==> src/rtl/dmem_pkg.sv <==
// Shared constants, FSM state type and counter sizing helper for the data-memory stage.
package dmem_pkg;

   localparam int DMEM_DATA_W  = 32;
   localparam int DMEM_DEPTH   = 32;
   localparam int DMEM_LATENCY = 2;

   typedef enum logic [0:0] {
      ST_IDLE = 1'b0,
      ST_BUSY = 1'b1
   } dmem_state_t;

   // The counter only ever holds LATENCY-2, but it keeps at least one bit so LATENCY=1 still elaborates.
   function automatic int dmem_cnt_width(input int latency);
      return (latency > 2) ? $clog2(latency) : 1;
   endfunction

endpackage

==> src/rtl/dmem_array.sv <==
// Word-addressed data storage: combinational read port, synchronous write port.
module dmem_array #(
   parameter int DATA_W = 32,
   parameter int DEPTH  = 32,
   parameter int IDX_W  = $clog2(DEPTH)
) (
   input  logic              clk_i,
   input  logic              we_i,
   input  logic [IDX_W-1:0]  addr_i,
   input  logic [DATA_W-1:0] wdata_i,
   output logic [DATA_W-1:0] rdata_o
);

   logic [DATA_W-1:0] r_mem [DEPTH];

   always_ff @(posedge clk_i) begin
      if (we_i) begin
         r_mem[addr_i] <= wdata_i;
      end
   end

   assign rdata_o = r_mem[addr_i];

endmodule

==> src/rtl/dmem_stage.sv <==
// Pipeline data-memory stage: multi-cycle word access with stall/done handshake.
// Optional DMEM_MISALIGN_CHECK_EN flags and suppresses accesses with addr_i[1:0] != 0.
module dmem_stage
   import dmem_pkg::*;
#(
   parameter int DATA_W  = DMEM_DATA_W,
   parameter int DEPTH   = DMEM_DEPTH,
   parameter int LATENCY = DMEM_LATENCY
) (
   input  logic              clk_i,
   input  logic              rst_i,
   input  logic              mem_read_i,
   input  logic              mem_write_i,
   input  logic [31:0]       addr_i,
   input  logic [DATA_W-1:0] wdata_i,
   output logic [DATA_W-1:0] rdata_o,
   output logic              stall_o,
   output logic              done_o,
   output logic              err_o
);

   localparam int IDX_W = $clog2(DEPTH);
   localparam int CNT_W = dmem_cnt_width(LATENCY);
   localparam logic [CNT_W-1:0] CNT_LOAD = (LATENCY > 1) ? CNT_W'(LATENCY - 2) : '0;

   dmem_state_t       r_state;
   logic [CNT_W-1:0]  r_cnt;

   logic              w_req;
   logic              w_final;
   logic              w_misalign;
   logic              w_we;
   logic [IDX_W-1:0]  w_idx;
   logic [DATA_W-1:0] w_rd_data;
   logic              w_unused_addr;

   assign w_req = mem_read_i | mem_write_i;
   assign w_idx = addr_i[2 +: IDX_W];
   assign w_unused_addr = ^{addr_i[31:2+IDX_W], addr_i[1:0]};

`ifdef DMEM_MISALIGN_CHECK_EN
   assign w_misalign = |addr_i[1:0];
`else
   assign w_misalign = 1'b0;
`endif

   // A cycle under reset is never final, so a reset coinciding with the closing edge commits nothing.
   always_comb begin
      w_final = 1'b0;
      if (!rst_i && w_req) begin
         if (r_state == ST_BUSY) begin
            w_final = (r_cnt == '0);
         end else begin
            w_final = (LATENCY == 1);
         end
      end
   end

   assign stall_o = !rst_i && w_req && !w_final;
   assign done_o  = w_final;
   assign err_o   = w_final & w_misalign;
   assign w_we    = w_final & mem_write_i & ~w_misalign;
   assign rdata_o = (w_final & ~mem_write_i & ~w_misalign) ? w_rd_data : '0;

   always_ff @(posedge clk_i) begin
      if (rst_i) begin
         r_state <= ST_IDLE;
         r_cnt   <= '0;
      end else begin
         case (r_state)
            ST_IDLE: begin
               if (w_req && (LATENCY > 1)) begin
                  r_state <= ST_BUSY;
                  r_cnt   <= CNT_LOAD;
               end
            end
            ST_BUSY: begin
               // Dropping req mid-access is a flush: leave without committing.
               if (!w_req || (r_cnt == '0)) begin
                  r_state <= ST_IDLE;
                  r_cnt   <= '0;
               end else begin
                  r_cnt <= r_cnt - 1'b1;
               end
            end
            default: begin
               r_state <= ST_IDLE;
               r_cnt   <= '0;
            end
         endcase
      end
   end

   dmem_array #(
      .DATA_W (DATA_W),
      .DEPTH  (DEPTH),
      .IDX_W  (IDX_W)
   ) u_array (
      .clk_i   (clk_i),
      .we_i    (w_we),
      .addr_i  (w_idx),
      .wdata_i (wdata_i),
      .rdata_o (w_rd_data)
   );

endmodule

==> config.mk <==
export PLATFORM = sky130hd
export DESIGN_NAME = dmem_stage
export DESIGN_NICKNAME = d
export VERILOG_FILES = /design/src/rtl/dmem_pkg.sv /design/src/rtl/dmem_array.sv /design/src/rtl/dmem_stage.sv
export SDC_FILE = /design/constraint.sdc
export NUM_CORES = 1
export LEC_CHECK = 0
export BUFFER_PORTS_ARGS = -buffer_cell sky130_fd_sc_hd__buf_2
export CORE_AREA = 4 4 350 352
export CTS_BUF_LIST = sky130_fd_sc_hd__clkbuf_8 sky130_fd_sc_hd__clkbuf_16
export CTS_CLUSTER_DIAMETER = 60
export DETAILED_ROUTE_END_ITERATION = 6
export DIE_AREA = 0 0 354 356
export GPL_ROUTABILITY_DRIVEN = 0
export SLEW_MARGIN = 20
export SYNTH_ARGS = -nofsm -noshare
export SYNTH_HDL_FRONTEND = slang
export SYNTH_SLANG_ARGS = --single-unit
==> constraint.sdc <==
create_clock -name clk_i -period 12.5 [get_ports clk_i]
set_clock_uncertainty 0.2 [all_clocks]
set_input_delay 0.625 -clock clk_i [delete_from_list [all_inputs] [get_ports clk_i]]
set_output_delay 0.625 -clock clk_i [all_outputs]
set_load 0.05 [all_outputs]
==> reports/qor.csv, run 1 <==
stage,metric,value,unit
routing,num_vias,20200,
global_routing,first_global_vias,20300,
placed_design,hpwl,54200,um
sta,layout_min_cycle_time,5.21,ns
floorplanning,design.core.area,119000,um2
critical_path,worstSetupStartpoint,addr_i[2],
run,max_cap_viol_count,0,
cts,path_clk_slew,0.06,ns
sta,holdWs,0.134,ns
placed_design,io_buffers,74,
critical_path,r2r-start,r_cnt,
critical_path,r2r_slack,8.72,ns
floorplanning,fp-row-count,127,
yosys,ys.flop_type,edfxtp_1,
sta,setup_violations,0,
cells_and_area,n_fill_cell,10800,
sta,slew_viol_final,0,
power_and_ir_drop,power_density,153,nW/um2
floorplanning,die_y,356,um
sta,rsz0062_at_grt,false,
placed_design,pre_cts_ws,6.92,ns
yosys,async_flop_share,0,%
routing,post_drt_wl_per_cell,25.4,um
critical_path,r2r_cells,5,
cells_and_area,multi_input_area,8070,um2
power_and_ir_drop,leakage,15.1,nW
status,status,finished clean,
cts,clock-root-buffer,clkbuf_16,
min_path,hold_class,in2reg,
cts,cts_tree,yes,
floorplanning,die-width,354,um
yosys,ys_types,29,
cts,cts.repair.resized,0,
cells_and_area,nNetsFinal,2294,
routing,drtIter0Drc,1911,
routing,route.detailed.drc,0,
cells_and_area,drive_gt1_share,13.8,%
yosys,synth_edf_count,1024,
sta,finalHoldViolations,0,
cts,cts-buffers-inserted,96,
critical_path,crit_path_end_kind,output pin,
sta,fmax,0.192,GHz
yosys,yosys_warnings,0,
sta,setup_ws,7.29,ns
critical_path,cp.required,11.68,ns
global_routing,grt_pass1_wl,142000,um
cells_and_area,area_growth,14.1,%
yosys,syn-num-nets,2191,
placed_design,place_inst,3738,
floorplanning,ioPinCount,103,
critical_path,max_stage_delay,0.94,ns
cells_and_area,final_cells,3912,
yosys,synth_top_area_cell,edfxtp_1,
yosys,syn-cell-area,39300,um2
global_routing,grt_max_degree,157,
routing,routed_wl,99500,um
critical_path,slowest_stage,buf_4,
sta,slew-limit-headroom,18.7,%
sta,fin_crit_sh,41.7,%
global_routing,antenna_found_initial,9,
placed_design,placed_area,41700,um2
yosys,postSynthAreaPerCell,18.5,um2
yosys,synth_top_area_share,78.3,%
power_and_ir_drop,ir_drop,0.0944,mV
cells_and_area,seq_area,30800,um2
critical_path,setup.worst_path.end,rdata_o[12],
critical_path,critPathArrivalTime,4.38,ns
critical_path,startpoint_type,primary input,
routing,via_per_inst,5.17,
cts,clk_latency,0.64,ns
floorplanning,start_util,32.9,%
critical_path,cp_cell_sequence,buf_8 > buf_4 > buf_6 > mux2i_1 > o22ai_1 > nor4_1 > a31oi_1 > buf_2,
routing,drtAntennaViolNets,0,
critical_path,crit_fanout,78,
floorplanning,die-area,126000,um2
cells_and_area,final_area,44800,um2
yosys,synth_area_leaders,"edfxtp_1, mux2i_1, o22ai_1, nor2_1, buf_2",
critical_path,timing.rr.end,u_array.r_mem[29][4],
routing,drt_pass1_iterations,5,
sta,worst_pin_slew,1.22,ns
critical_path,path_class,in2out,
yosys,yosys_register_bits,1026,
global_routing,grt.overflow.total,0,
yosys,synthCells,2123,
global_routing,grt_use_total,15.3,%
cts,cts_buffer_depth,3,
cts,htreeDepth,3,
sta,tns,0,ns
yosys,ys_seq_area_share,78.4,%
cts,cts.sinks,1026,
through the flow:
stage / util, % / power [mW]
after floorplan: - / 4.02
after global placement: 35.0 / 4.11
after detailed placement: 35.0 / 4.12
after CTS: 37.5 / 6.90
after global routing: 37.5 / 7.06
final: 37.5 / 6.84
final cells by class:
| type | instances | area share [%] |
|---|---|---|
| clock inverter | 69 | 1.20 |
| tap | 1612 | 4.50 |
| multi-input combinational | 967 | 18.0 |
| antenna | 2 | 0.0112 |
| clock buffer | 101 | 5.57 |
| sequential | 1026 | 68.7 |
| timing repair buffer | 135 | 1.99 |
synthesized netlist by cell type, drive strengths merged, types with 3 or more instances:
library cell / number
nand4bb: 6
edfxtp: 1024
nand3b: 4
or4b: 4
nand4b: 4
nor2: 95
nor4: 32
mux2i: 512
clkbuf: 54
or3b: 3
nor3b: 3
buf: 76
o22ai: 256
a31oi: 32
nor3: 5
where the power goes:
group	internal (mW)	switching [mW]	leakage (nW)
clock network	1.57	1.23	1.57
logic	0.0817	0.176	4.31
registers	3.79	0.00118	9.22
worst min-delay path by stage:
stage | startpoint | to | depth (start not counted)
floorplan | r_cnt | r_cnt | 1
global placement | r_cnt | r_cnt | 1
detailed placement | r_cnt | r_cnt | 1
CTS | mem_read_i | r_cnt | 3
global route | mem_read_i | r_cnt | 3
finish | mem_read_i | r_state | 3
worst max-delay path: cells and delay by family:
kind | cells | cell delay, ns
AO/OA/AOI/OAI | 2 | 0.36
multiplexers | 1 | 0.26
AND/OR/NAND/NOR | 1 | 0.53
buffers and inverters | 4 | 2.47
flip-flops by register name, indices dropped and copies added, names as in the netlist:
register       count
u_array.r_mem   1024
r_cnt              1
r_state            1
cells by family after synthesis:
kind of cell	share of synthesized area, %
DFF	78.4
and+or+nand+nor	2.21
buffers and inverters	1.70
AOI/OAI and AO/OA	4.59
other	0.00955
muxes	13.1
per-layer routing:
layer	global-route usage, %	share of wire, %	vias to the layer above
li1	-	-	8835
met1	20.0	41	10500
met2	26.1	49	736
met3	2.45	6.9	174
met4	5.38	3.2	4
met5	0	0.022	-
cells in the final DEF (no fill, tap or decap), types with 13 or more instances in the layout:
cell type,n
edfxtp_1,1024
mux2i_1,512
o22ai_1,256
clkbuf_16,98
buf_2,73
nor2_1,67
buf_4,56
nor4_1,32
a31oi_1,32
nor2_4,28
inv_1,21
clkinv_2,16
clkinv_1,13
repair_timing:
action,CTS,global route
hold endpoints to repair,1,0
buffers inserted,0,0
hold buffers,1,0
(Power assumes the default switching activity.)
==> inputs of run 2 (changes only) <==
clock period = 4.83 ns   (was 12.5 ns; I/O delays follow)
==> run 2 against run 1 <==
Compared with the run above: sequential power grew to 2.6 times the previous value; die area is the same; sequential share of layout area decreased by 1.1 points; critical path depth shrank 1; non-clock buffer count grew 46; highest routed layer unchanged.
==> reports/qor.csv, run 2 (same netlist as run 1, synthesis figures left out) <==
stage,metric,value,unit,change
floorplanning,ioPinCount,103,,unchanged
critical_path,path_depth,7,,-1
cells_and_area,final_cell_mix,"edfxtp_1, mux2i_1, o22ai_1, clkbuf_16, buf_2",,
routing,via_per_inst,5.16,,about the same
critical_path,startpoint_type,primary input,,
min_path,whs_endpoint,r_cnt,,
cts,cts_tree,yes,,
floorplanning,fp-row-count,127,,unchanged
run,max_cap_viol_count,0,,unchanged
critical_path,crit_fanout,27,,-65%
cells_and_area,reg_top3,"u_array.r_mem (1024), r_cnt (1), r_state (1)",,
cts,cts.sinks,1026,,unchanged
cells_and_area,nNetsFinal,2341,,+2.0%
critical_path,timing.rr.end,u_array.r_mem[9][22],,
floorplanning,die-width,354,um,unchanged
min_path,worstHoldStart,r_cnt,,
routing,drtAntennaViolNets,0,,unchanged
cells_and_area,drive_gt1_share,14.1,%,+0.28 points
cells_and_area,largest_reg_flops,1024,,unchanged
sta,layout_min_cycle_time,4.19,ns,
cells_and_area,seq_area,30800,um2,unchanged
sta,slew-limit-headroom,14.7,%,-3.9 points
sta,holdWs,0.282,ns,+0.148 ns
power_and_ir_drop,leakage,15.4,nW,+1.9%
routing,post_drt_wl_per_cell,24.9,um,-2.1%
global_routing,grt.overflow.total,0,,unchanged
sta,tns,0,ns,unchanged
power_and_ir_drop,ir_drop,0.271,mV,+190%
routing,route.detailed.drc,0,,unchanged
status,status,finished clean,,
global_routing,grt_use_total,15.3,%,-0.077 points
power_and_ir_drop,power,18.1,mW,+160%
cells_and_area,area_growth,15.9,%,
sta,slew_viol_final,0,,unchanged
floorplanning,start_util,32.9,%,unchanged
critical_path,r2r_cells,5,,unchanged
placed_design,io_buffers,74,,unchanged
cts,cts-buffers-inserted,97,,+1.0%
critical_path,critPathArrivalTime,3.75,ns,-0.63 ns
sta,setup_violations,0,,unchanged
sta,fin_crit_sh,86.8,%,
cts,postCtsSetupRepairBufs,0,,unchanged
critical_path,max_stage_delay,1.07,ns,+0.13 ns
cts,clock-root-buffer,clkbuf_16,,
cts,clk_latency,0.66,ns,+0.02 ns
floorplanning,die-area,126000,um2,unchanged
cells_and_area,largest-register,u_array.r_mem,,
floorplanning,die_y,356,um,unchanged
sta,worst_pin_slew,1.27,ns,+0.0522 ns
global_routing,grt_pass1_wl,142000,um,about the same
sta,finalHoldViolations,0,,unchanged
cells_and_area,final_common_cell,edfxtp_1,,
routing,drtIter0Drc,1975,,+3.3%
critical_path,cp.required,4.39,ns,-7.29 ns
critical_path,crit_family,buffers and inverters,,
sta,rsz0062_at_grt,false,,
global_routing,grt_max_degree,105,,-33%
min_path,hold_class,reg2reg,,
cts,cts_buffer_depth,3,,unchanged
routing,routed_wl,98800,um,-0.71%
global_routing,first_global_vias,20500,,+1.0%
critical_path,r2r-start,r_cnt,,
critical_path,crit_top_cell,buf_2,,
placed_design,hpwl,55700,um,+2.8%
routing,num_vias,20500,,+1.3%
critical_path,cp_cell_sequence,buf_2 > nand4b_1 > buf_4 > o22ai_1 > nor4_1 > a31oi_1 > buf_2,,
cells_and_area,n_fill_cell,10800,,+0.093%
cells_and_area,multi_input_area,8060,um2,about the same
min_path,hold_depth,1,,-2
critical_path,r2r_slack,1.04,ns,-7.68 ns
critical_path,crit_buf_inv,3,,-1
cts,path_clk_slew,0.06,ns,about the same
sta,fmax,0.238,GHz,
critical_path,crit_path_end_kind,output pin,,
cts,htreeDepth,3,,unchanged
routing,drt_pass1_iterations,5,,unchanged
critical_path,path_class,in2out,,
critical_path,slowest_stage,nand4b_1,,
floorplanning,design.core.area,119000,um2,unchanged
global_routing,antenna_found_initial,7,,-2
power_and_ir_drop,power_density,398,nW/um2,+160%
[run 2: cell types whose count changed in the layout (fill, tap and decap cells not counted), sizes merged]
| cell | change |
|---|---|
| clkinvlp | +1 |
| clkbuf | -3 |
| bufinv | +7 |
| buf | +11 |
| dlygate4sd3 | +35 |
| inv | -5 |
| clkinv | +8 |
| diode | +2 |
[run 2: how the worst max path moves through the flow]
stage | start | to | slack, ns
finish | addr_i[4] | rdata_o[16] | 0.64
global route | addr_i[4] | rdata_o[16] | 0.72
CTS | addr_i[4] | rdata_o[16] | 0.89
detailed placement | addr_i[4] | rdata_o[16] | 0.90
global placement | addr_i[4] | rdata_o[16] | 0.86
floorplan | r_cnt | u_array.r_mem[24][0] | 0.64
[run 2: metal layers]
| metal | up-vias | global-route usage (%) | routed length (um) |
|---|---|---|---|
| met1 | 10700 | 20.3 | 41500 |
| met3 | 152 | 2.13 | 6090 |
| met5 | - | 0 | 13 |
| met4 | 2 | 5.26 | 2830 |
| li1 | 8944 | - | - |
| met2 | 701 | 25.8 | 48300 |
[run 2: final cells by class]
type                    count  area share (%)
flip-flops and latches   1026            67.6
multi-input cells         967            17.7
clock buffers              98            5.39
well taps                1612            4.43
repair buffers            181            3.13
clock inverters            80            1.67
diodes                      4          0.0220
[run 2: repair_timing]
action,4_1_cts,5_1_grt
hold buffers,36,0
hold endpoints to repair,1026,0
gates resized for setup,0,0
[run 2: power by group]
group	internal, mW	switching (mW)	total, mW
combinational	0.232	0.467	0.699
sequential	9.80	0.00309	9.81
clock	4.39	3.22	7.62
[run 2: per-stage QoR]
| stage | instance area [um2] | utilization, % | worst slack, ns | instances |
|---|---|---|---|---|
| 2_1_floorplan | 39300 | - | 0.644 | 2123 |
| 3_3_place_gp | 41900 | 35.1 | 0.855 | 3750 |
| 3_5_place_dp | 41900 | 35.1 | 0.895 | 3750 |
| 4_1_cts | 45500 | 38.1 | 0.887 | 3964 |
| 5_1_grt | 45500 | 38.1 | 0.717 | 3965 |
| 6_report | 45500 | 38.1 | 0.636 | 3968 |
